<file path="src/rtl/gpreg_wb_queue_pkg.sv">
// Shared definitions for the GPR writeback queue: id/data widths, special
// register ids and the queue slot layout.
package gpreg_wb_queue_pkg;

  localparam int ID_W   = 7;
  localparam int DATA_W = 64;

  localparam logic [ID_W-1:0] REG_ZZR     = 7'h5F;
  localparam logic [ID_W-1:0] REG_SPEC_LO = 7'h58;
  localparam logic [ID_W-1:0] REG_SPEC_HI = 7'h5B;

  typedef struct packed {
    logic              qw;
    logic [ID_W-1:0]   id;
    logic [DATA_W-1:0] data;
  } wbEntry_t;

  // Ids that have no backing storage in the bank and are silently dropped.
  function automatic logic isDiscardId(input logic [ID_W-1:0] id);
    return ((id >= REG_SPEC_LO) && (id <= REG_SPEC_HI)) || (id == REG_ZZR);
  endfunction

endpackage

</file>
<file path="src/rtl/gpreg_wb_lookup.sv">
// One read-after-write lookup port: picks the youngest pending write that
// overlaps the looked-up id and decides forward versus hazard.
module gpreg_wb_lookup
  import gpreg_wb_queue_pkg::*;
#(
  parameter int NCAND = 5
) (
  input  logic [NCAND-1:0]           candVld,
  input  wbEntry_t [NCAND-1:0]       cand,
  input  logic [ID_W-1:0]            idReg,
  output logic                       fwdHit,
  output logic [DATA_W-1:0]          fwdData,
  output logic                       hazard
);

  logic     anyHit;
  wbEntry_t sel;

  always_comb begin
    anyHit  = 1'b0;
    sel     = '0;
    fwdHit  = 1'b0;
    fwdData = '0;
    hazard  = 1'b0;
    // Candidates are ordered oldest to youngest, so the last match wins.
    for (int i = 0; i < NCAND; i++) begin
      if (candVld[i] && (cand[i].id[5:0] == idReg[5:0])) begin
        anyHit = 1'b1;
        sel    = cand[i];
      end
    end
    if (anyHit && (idReg != REG_ZZR)) begin
      if (sel.qw && (sel.id == idReg) && !idReg[6]) begin
        fwdHit  = 1'b1;
        fwdData = sel.data;
      end else if (!sel.qw && (sel.id == idReg) && idReg[6] && (idReg[5:4] != 2'b01)) begin
        fwdHit  = 1'b1;
        fwdData = {32'h0, sel.data[31:0]};
      end else begin
        hazard = 1'b1;
      end
    end
  end

endmodule

</file>
<file path="src/rtl/gpreg_wb_queue.sv">
// In-order writeback FIFO in front of the GPR bank write port, draining one
// write per cycle, with three read-after-write forward/hazard lookups.
module gpreg_wb_queue
  import gpreg_wb_queue_pkg::*;
#(
  parameter int DEPTH = 4
) (
  input  logic              clk,
  input  logic              rst_n,
  input  logic              aluWr,
  input  logic              aluQw,
  input  logic [ID_W-1:0]   aluReg,
  input  logic [DATA_W-1:0] aluData,
  input  logic              memWr,
  input  logic              memQw,
  input  logic [ID_W-1:0]   memReg,
  input  logic [DATA_W-1:0] memData,
  output logic              wbStall,
  output logic              ovfErr,
  output logic              isWrD,
  output logic              isQwD,
  output logic [ID_W-1:0]   idRegD,
  output logic [DATA_W-1:0] dataD,
  input  logic [ID_W-1:0]   idReg1,
  input  logic [ID_W-1:0]   idReg2,
  input  logic [ID_W-1:0]   idReg3,
  output logic              fwdHit1,
  output logic              fwdHit2,
  output logic              fwdHit3,
  output logic [DATA_W-1:0] fwdData1,
  output logic [DATA_W-1:0] fwdData2,
  output logic [DATA_W-1:0] fwdData3,
  output logic              hazard1,
  output logic              hazard2,
  output logic              hazard3
);

  localparam int PTR_W = $clog2(DEPTH);
  localparam int CNT_W = PTR_W + 1;

  wbEntry_t         fifo [DEPTH];
  logic [PTR_W-1:0] rdPtr, wrPtr, aluSlot;
  logic [CNT_W-1:0] count, freeSlots;
  logic [1:0]       nEnq;
  logic             deq, memEn, aluEn, memAcc, aluAcc, drop;
  wbEntry_t         memEnt, aluEnt;
  logic [DEPTH:0]   candVld;
  wbEntry_t [DEPTH:0] cand;

  assign memEnt = '{qw: memQw, id: memReg, data: memData};
  assign aluEnt = '{qw: aluQw, id: aluReg, data: aluData};

  // Slot accounting counts the head leaving this cycle as free; MEM claims first.
  always_comb begin
    deq       = (count != '0);
    freeSlots = CNT_W'(DEPTH) - count + CNT_W'(deq);
    memEn     = memWr && !isDiscardId(memReg);
    aluEn     = aluWr && !isDiscardId(aluReg);
    memAcc    = memEn && (freeSlots != '0);
    aluAcc    = aluEn && (freeSlots > CNT_W'(memAcc));
    drop      = (memEn && !memAcc) || (aluEn && !aluAcc);
    nEnq      = {1'b0, memAcc} + {1'b0, aluAcc};
    aluSlot   = memAcc ? (wrPtr + PTR_W'(1)) : wrPtr;
  end

  assign wbStall = (count >= CNT_W'(DEPTH - 1));

  always_ff @(posedge clk) begin
    if (memAcc) fifo[wrPtr] <= memEnt;
    if (aluAcc) fifo[aluSlot] <= aluEnt;
  end

  // Output stage: registered bank write port
  always_ff @(posedge clk or negedge rst_n) begin
    if (!rst_n) begin
      rdPtr  <= '0;
      wrPtr  <= '0;
      count  <= '0;
      isWrD  <= 1'b0;
      isQwD  <= 1'b0;
      idRegD <= '0;
      dataD  <= '0;
      ovfErr <= 1'b0;
    end else begin
      isWrD <= deq;
      if (deq) begin
        rdPtr  <= rdPtr + PTR_W'(1);
        isQwD  <= fifo[rdPtr].qw;
        idRegD <= fifo[rdPtr].id;
        dataD  <= fifo[rdPtr].data;
      end
      wrPtr <= wrPtr + PTR_W'(nEnq);
      count <= count + CNT_W'(nEnq) - CNT_W'(deq);
      if (drop) ovfErr <= 1'b1;
    end
  end

  // Output stage is the oldest candidate, then FIFO entries head to tail.
  always_comb begin
    candVld[0] = isWrD;
    cand[0]    = '{qw: isQwD, id: idRegD, data: dataD};
    for (int i = 0; i < DEPTH; i++) begin
      candVld[i+1] = (CNT_W'(i) < count);
      cand[i+1]    = fifo[rdPtr + PTR_W'(i)];
    end
  end

  gpreg_wb_lookup #(.NCAND(DEPTH + 1)) uLookup1 (
    .candVld(candVld), .cand(cand), .idReg(idReg1),
    .fwdHit(fwdHit1), .fwdData(fwdData1), .hazard(hazard1)
  );

  gpreg_wb_lookup #(.NCAND(DEPTH + 1)) uLookup2 (
    .candVld(candVld), .cand(cand), .idReg(idReg2),
    .fwdHit(fwdHit2), .fwdData(fwdData2), .hazard(hazard2)
  );

  gpreg_wb_lookup #(.NCAND(DEPTH + 1)) uLookup3 (
    .candVld(candVld), .cand(cand), .idReg(idReg3),
    .fwdHit(fwdHit3), .fwdData(fwdData3), .hazard(hazard3)
  );

endmodule

</file>
<file path="config.mk">
export PLATFORM = sky130hd
export DESIGN_NAME = gpreg_wb_queue
export DESIGN_NICKNAME = d
export VERILOG_FILES = /design/src/rtl/gpreg_wb_queue_pkg.sv /design/src/rtl/gpreg_wb_lookup.sv /design/src/rtl/gpreg_wb_queue.sv
export SDC_FILE = /design/constraint.sdc
export NUM_CORES = 2
export LEC_CHECK = 0
export ABC_AREA = 0
export CAP_MARGIN = 20
export CORE_ASPECT_RATIO = 0.9
export CORE_MARGIN = 2
export CORE_UTILIZATION = 55
export DETAILED_ROUTE_END_ITERATION = 16
export HOLD_SLACK_MARGIN = 0.08
export PLACE_DENSITY = 0.8
export SETUP_SLACK_MARGIN = 0.3
export SYNTH_ARGS = -nofsm -noshare
export SYNTH_HDL_FRONTEND = slang
export SYNTH_SLANG_ARGS = --single-unit
</file>
<file path="constraint.sdc">
create_clock -name clk -period 8.3 [get_ports clk]
set_input_delay 2.075 -clock clk [delete_from_list [all_inputs] [get_ports clk]]
set_output_delay 2.075 -clock clk [all_outputs]
set_load 0.02 [all_outputs]
</file>
[Word level (Yosys, flattened, before mapping)]
Memories as Yosys holds them, arrays and structs flattened.
Index checks and enable logic that the tools add are counted.
Storage, ports and cells
  output and inout port bits: 273
  input bits: 169
  bits in writable memories: 288
  word-level logic and storage cells: 173
  register bits after elaboration: 81
  memories kept: 1
Cells by class
  eq/ne operators: 26
  multiplexer cells: 62
  add/subtract/negate cells: 10
  order comparisons: 10
  reduce and logical (&&, ||, !) cells: 56
Memories
  fifo: words 4, bits a word 72, rd ports 4, clocked after Yosys merged registers in 0, write ports 2, RTL line gpreg_wb_queue.sv:41  | wbEntry_t fifo [DEPTH];
Operators with widths (count)
  $mux W72: 15
  $mux W64: 6
  $mux W32: 3
  $eq A6 B6 Y1: 15
  $logic_and A1 B1 Y1: 41
  $mux W1: 37
  $eq A7 B7 Y1: 3
  $ne A7 B7 Y1 const B: 3
  $eq A7 B7 Y1 const B: 2
  $ge A7 B7 Y1 const B: 2
  $le A7 B7 Y1 const B: 2
  $logic_not A1 Y1: 10
  $lt A1 B3 Y1 const A: 2
  $lt A2 B3 Y1 const A: 2
  $ne A2 B1 Y1 const B: 3
  $reduce_bool A3 Y1: 2
  $add A2 B1 Y2 const B: 2
  $add A2 B2 Y2 const B: 2
  $add A3 B1 Y3: 1
  $add A3 B2 Y3: 1
  $ge A3 B2 Y1 const B: 1
  $gt A3 B1 Y1: 1
  $logic_or A1 B1 Y1: 3
  $sub A3 B1 Y3: 1
  other kinds (4): 4

[Longest topological paths before layout]
  depth after elaboration: 14
  gate-level depth with buffers: 24
  depth with buffers taken out: 21

[Cells and area by module]
A second synthesis with hierarchy kept.
Second synthesis, totals
  cell total of the unflattened synthesis: 2819
  area total of the unflattened synthesis: 31919.4 sq um
Modules (own cells, without submodules)
  gpreg_wb_queue: area each 22918.2 sq um, cells an instance 1415, times used 1
  gpreg_wb_lookup: area each 3000.4 sq um, cells an instance 468, times used 3

[Worst setup path before layout]
Ideal clock, no wire load.
  path type: input to output
  start: input port idReg2[4]
  end: output port fwdData2[15]
  cell stages on the path: 10
  path buffers: 1
  path slack: 1.097 ns
  arrival time: 5.128 ns
  data required time: 6.225 ns
  cell sequence: clkbuf_1 -> xnor2_1 -> nand4_1 -> nor3_1 -> a21boi_0 -> a2111oi_0 -> or4_4 -> nor4_4 -> o21ai_2 -> a211oi_1
Between the ends
  cells in the longest elaborated chain, start to end: 14
  elaborated cells between the ends (all ways): 33
RTL lines
  start: declaration: RTL line gpreg_wb_queue.sv:25  | input logic [ID_W-1:0] idReg2,
  $eq A6 B6 Y1: RTL line gpreg_wb_lookup.sv:27  | if (candVld[i] && (cand[i].id[5:0] == idReg[5:0])) begin
  $logic_and A1 B1 Y1: RTL line gpreg_wb_lookup.sv:27
  $mux W72 (5 in series): RTL line gpreg_wb_lookup.sv:27
  $eq A7 B7 Y1 or $logic_not A1 Y1 (tied branches): RTL line gpreg_wb_lookup.sv:33, gpreg_wb_lookup.sv:36
  $logic_and A1 B1 Y1 (3 in series): RTL line gpreg_wb_lookup.sv:36  | end else if (!sel.qw && (sel.id == idReg) && idReg[6] && (idReg[5:4] != 2'b01)) begin
  $mux W32: RTL line gpreg_wb_lookup.sv:36
  $mux W64: RTL line gpreg_wb_lookup.sv:33  | if (sel.qw && (sel.id == idReg) && !idReg[6]) begin
  $mux W64 (*): RTL line gpreg_wb_lookup.sv:32  | if (anyHit && (idReg != REG_ZZR)) begin
  end: declaration: RTL line gpreg_wb_queue.sv:31  | output logic [DATA_W-1:0] fwdData2,
Mark *: on every way between the ends. The rest lies on a longest branch, timed or not.

[Final worst setup path]
  start: input port idReg2[1]
  end: output port hazard2
Between the ends
  cells in the longest elaborated chain, start to end: 14
  elaborated cells between the ends (all ways): 32
RTL lines
  $eq A6 B6 Y1: RTL line gpreg_wb_lookup.sv:27
  $logic_and A1 B1 Y1: RTL line gpreg_wb_lookup.sv:27
  $mux W72 (5 in series): RTL line gpreg_wb_lookup.sv:27
  $eq A7 B7 Y1 or $logic_not A1 Y1 (tied branches): RTL line gpreg_wb_lookup.sv:33, gpreg_wb_lookup.sv:36
  $logic_and A1 B1 Y1 (3 in series): RTL line gpreg_wb_lookup.sv:36
  $mux W1: RTL line gpreg_wb_lookup.sv:36
  $mux W1: RTL line gpreg_wb_lookup.sv:33
  $mux W1 (*): RTL line gpreg_wb_lookup.sv:32
  end: declaration: RTL line gpreg_wb_queue.sv:34  | output logic hazard2,
Marked as above.

==> flow_summary.ini <==
[clocking]
clock_path_buffers = 3
cts-root-buf = clkbuf_16
cts_tree = built
cts_made_buffers = 45
clk_pin_slew_ns = 0.06
clock_latency_ns = 0.61
ctsHoldBuffers = 0
clock-sinks = 369
h-tree-depth = 2

[timing]
rsz0062_at_grt = false
setup_tns_ns = 0
maxSlewHeadroom = 0.214
post-route-period-util = 0.950
clock_skew_ns = 0.0307
timing_max_transition_violations_final = 0
setup_viol = 0
worstMarginPinSlew_ns = 1.17
fin_crit_ns = 7.89
hold_violations = 0
whs_ns = 0.470
layout_setup_ws_ns = 0.414
fmax_mhz = 127

[die]
die_h_um = 239
start_util = 0.555
dieArea_um2 = 63600
io_pins = 442
die_width_um = 266
core_area_um2 = 61000
rows = 86

[yosys]
post_synth_num_cell_types = 84
netlist_instances = 3874
synthArstFlopShare = 0.220
syn_area_per_cell_um2 = 8.74
yosys_warnings = 0
synth_ff_type = edfxtp_1
yosysSeqAreaShare = 0.315
syn_nets = 4056
synth_area_um2 = 33900
ys_ff_latch = 369
synth_edf_count = 288

[status]
status = complete, no violations

[detailed_routing]
drt_wl_total_um = 137000
drc = 0
drtPass1Iterations = 7
detail_route.iter0.violations = 5632
drtAntennaViolNets = 0
routed_via_density = 6.90
vias = 34200
wl_per_cell_um = 27.8

[cells_and_area]
syn_to_final_growth_pct = 21.6
utilization = 0.675
drive_above_1_share = 0.195
fillers = 4733
fin_nets = 4290

[critical_path]
reg2reg_depth = 18
path_class = in -> out
required_ns = 6.23
critPathLaunchType = input pin
cp.arrival_ns = 5.81
r2r_slack_ns = 2.66
max_stage_delay_ns = 0.63
endpoint_kind = output port
crit_fanout = 6
cp_slowest_cell = clkdlybuf4s50_1
crit_path_cell_trace = clkdlybuf4s50_1 > inv_1 > xnor2_1 > nand2b_1 > o21ba_2 > buf_4 > a21oi_1 > o311ai_1 > a211oi_1 > nor4_4 > buf_4 > o21ai_4 > o311a_4 > clkdlybuf4s50_1

[power]
power_frac_comb = 0.621
clkPwrFrac = 0.135
power_density_nw_per_um2 = 390
leakage_nw = 15.2
seqPwrFrac = 0.244
ir_drop_mv = 0.366
switchingPower_w = 0.00803
swShare = 0.501
p_int_w = 0.00802

[placed_design]
place_congestion = 1.07
dpl_worst_slack_ns = -0.171
dp_hpwl_um = 89000
io_buffer_count = 441

[global_routing]
grt_usage = 0.418
grt_antenna_before_repair = 19
grt_pass1_vias = 31400
grt_max_degree = 149
grt_pass1_wl_um = 200000
grt_overflow_total = 0

[min_path]
hold_depth = 1
hold_path_class = reg -> reg

[run]
drv_cap = 0
==> layout make-up <==
cell class	instances	area, um^2	area share
Antenna cell	13	32.5	0.000790
Tap cell	792	991	0.0241
Sequential cell	369	10700	0.259
Inverter	30	123	0.00298
Clock inverter	23	378	0.00917
Timing Repair Buffer	639	6390	0.155
Multi-Input combinational cell	3023	21400	0.519
Clock buffer	60	1210	0.0295
==> cell families (layout without fill, tap and decap cells) <==
| family | Yosys count | in the layout | synth area share |
|---|---|---|---|
| AOI/OAI and AO/OA | 1048 | 1048 | 0.206 |
| xor gates and xnor gates | 99 | 99 | 0.0258 |
| adders and majority gates | 13 | 13 | 0.00503 |
| buffers and inverters | 482 | 752 | 0.0648 |
| DFF | 369 | 369 | 0.315 |
| muxes | 708 | 708 | 0.235 |
| other | 0 | 13 | 0 |
| and+or+nand+nor | 1155 | 1155 | 0.148 |
==> state kept, by name (all words and copies together), names as in the netlist <==
register  flops
isQwD         1
rdPtr         2
dataD        64
isWrD         1
count         3
ovfErr        1
fifo        288
wrPtr         2
idRegD        7
==> layer usage <==
metal	GRT usage	share of wire	up-vias
met3	0.149	0.16	641
met1	0.542	0.36	15800
met4	0.239	0.064	12
li1	-	-	14800
met5	0	0.00060	-
met2	0.603	0.41	2842
==> critical path: cells and delay by family <==
family	cells	cell delay, ns
and+or+nand+nor	2	0.34
xor gates and xnor gates	1	0.33
buffers and inverters	5	1.71
AOI/OAI and AO/OA	6	1.33
==> repair_timing <==
| item | CTS | global route |
|---|---|---|
| endpoints found under the hold margin | 0 | 0 |
| resized for setup | 74 | 85 |
| setup buffers | 2 | 7 |
| setup endpoints to repair | 91 | 133 |
| pin swaps | 2 | 5 |
| cloned | 0 | 0 |
==> synth_stat cells (all sizes together), types with 64 or more instances <==
| cell | count | area share |
|---|---|---|
| clkbuf | 285 | 0.032 |
| buf | 167 | 0.030 |
| dfrtp | 81 | 0.060 |
| mux2i | 295 | 0.089 |
| a311oi | 64 | 0.017 |
| o21ai | 218 | 0.032 |
| a21oi | 270 | 0.040 |
| a211oi | 231 | 0.056 |
| nand2 | 382 | 0.042 |
| nor2 | 443 | 0.049 |
| edfxtp | 288 | 0.26 |
| o211ai | 123 | 0.027 |
| xnor2 | 85 | 0.022 |
| mux2 | 387 | 0.13 |
| nor3 | 152 | 0.022 |
==> power groups by stage <==
| stage | registers [W] | logic, W | clock network, W |
|---|---|---|---|
| 2_1_floorplan | 0.00358 | 0.00675 | 0 |
| 3_3_place_gp | 0.00385 | 0.00933 | 0 |
| 3_5_place_dp | 0.00391 | 0.00944 | 0 |
| 4_1_cts | 0.00388 | 0.00955 | 0.00217 |
| 5_1_grt | 0.00401 | 0.0105 | 0.00225 |
| 6_report | 0.00392 | 0.00996 | 0.00217 |
==> final timing paths <==
check,end,from
max in group asynchronous,rdPtr[1],rst_n
setup / recovery,hazard2,idReg2[1]
min in group asynchronous,dataD[11],rst_n
setup reg to reg,fifo[0][16],count[2]
hold reg to reg,ovfErr,ovfErr
hold / removal,ovfErr,ovfErr
==> cell usage in the layout, fill, tap and decap left out, drive strengths merged, types with 33 or more instances in the layout <==
cell and count:
o211ai 123, clkdlybuf4s50 316, a311oi 64, dlygate4sd2 50, dfrtp 81, a211oi 231, a31oi 39, edfxtp 288
xnor2 85, nand2 382, buf 214, nand3 45, clkbuf 62, o31a 34, mux2 387, a21oi 270
dlymetal6s2s 57, nor3 152, mux2i 295, nor2b 36, o21ai 218, and2 33, nor2 443
==> through the flow <==
| step | total power [W] | std cells | area (um^2) |
|---|---|---|---|
| floorplan | 0.0103 | 3874 | 33900 |
| global placement | 0.0132 | 4843 | 39200 |
| detailed placement | 0.0134 | 4843 | 39200 |
| CTS | 0.0156 | 4928 | 40900 |
| global route | 0.0167 | 4948 | 41200 |
| finish | 0.0160 | 4949 | 41200 |
No activity file was read; power rests on OpenSTA's default activity.
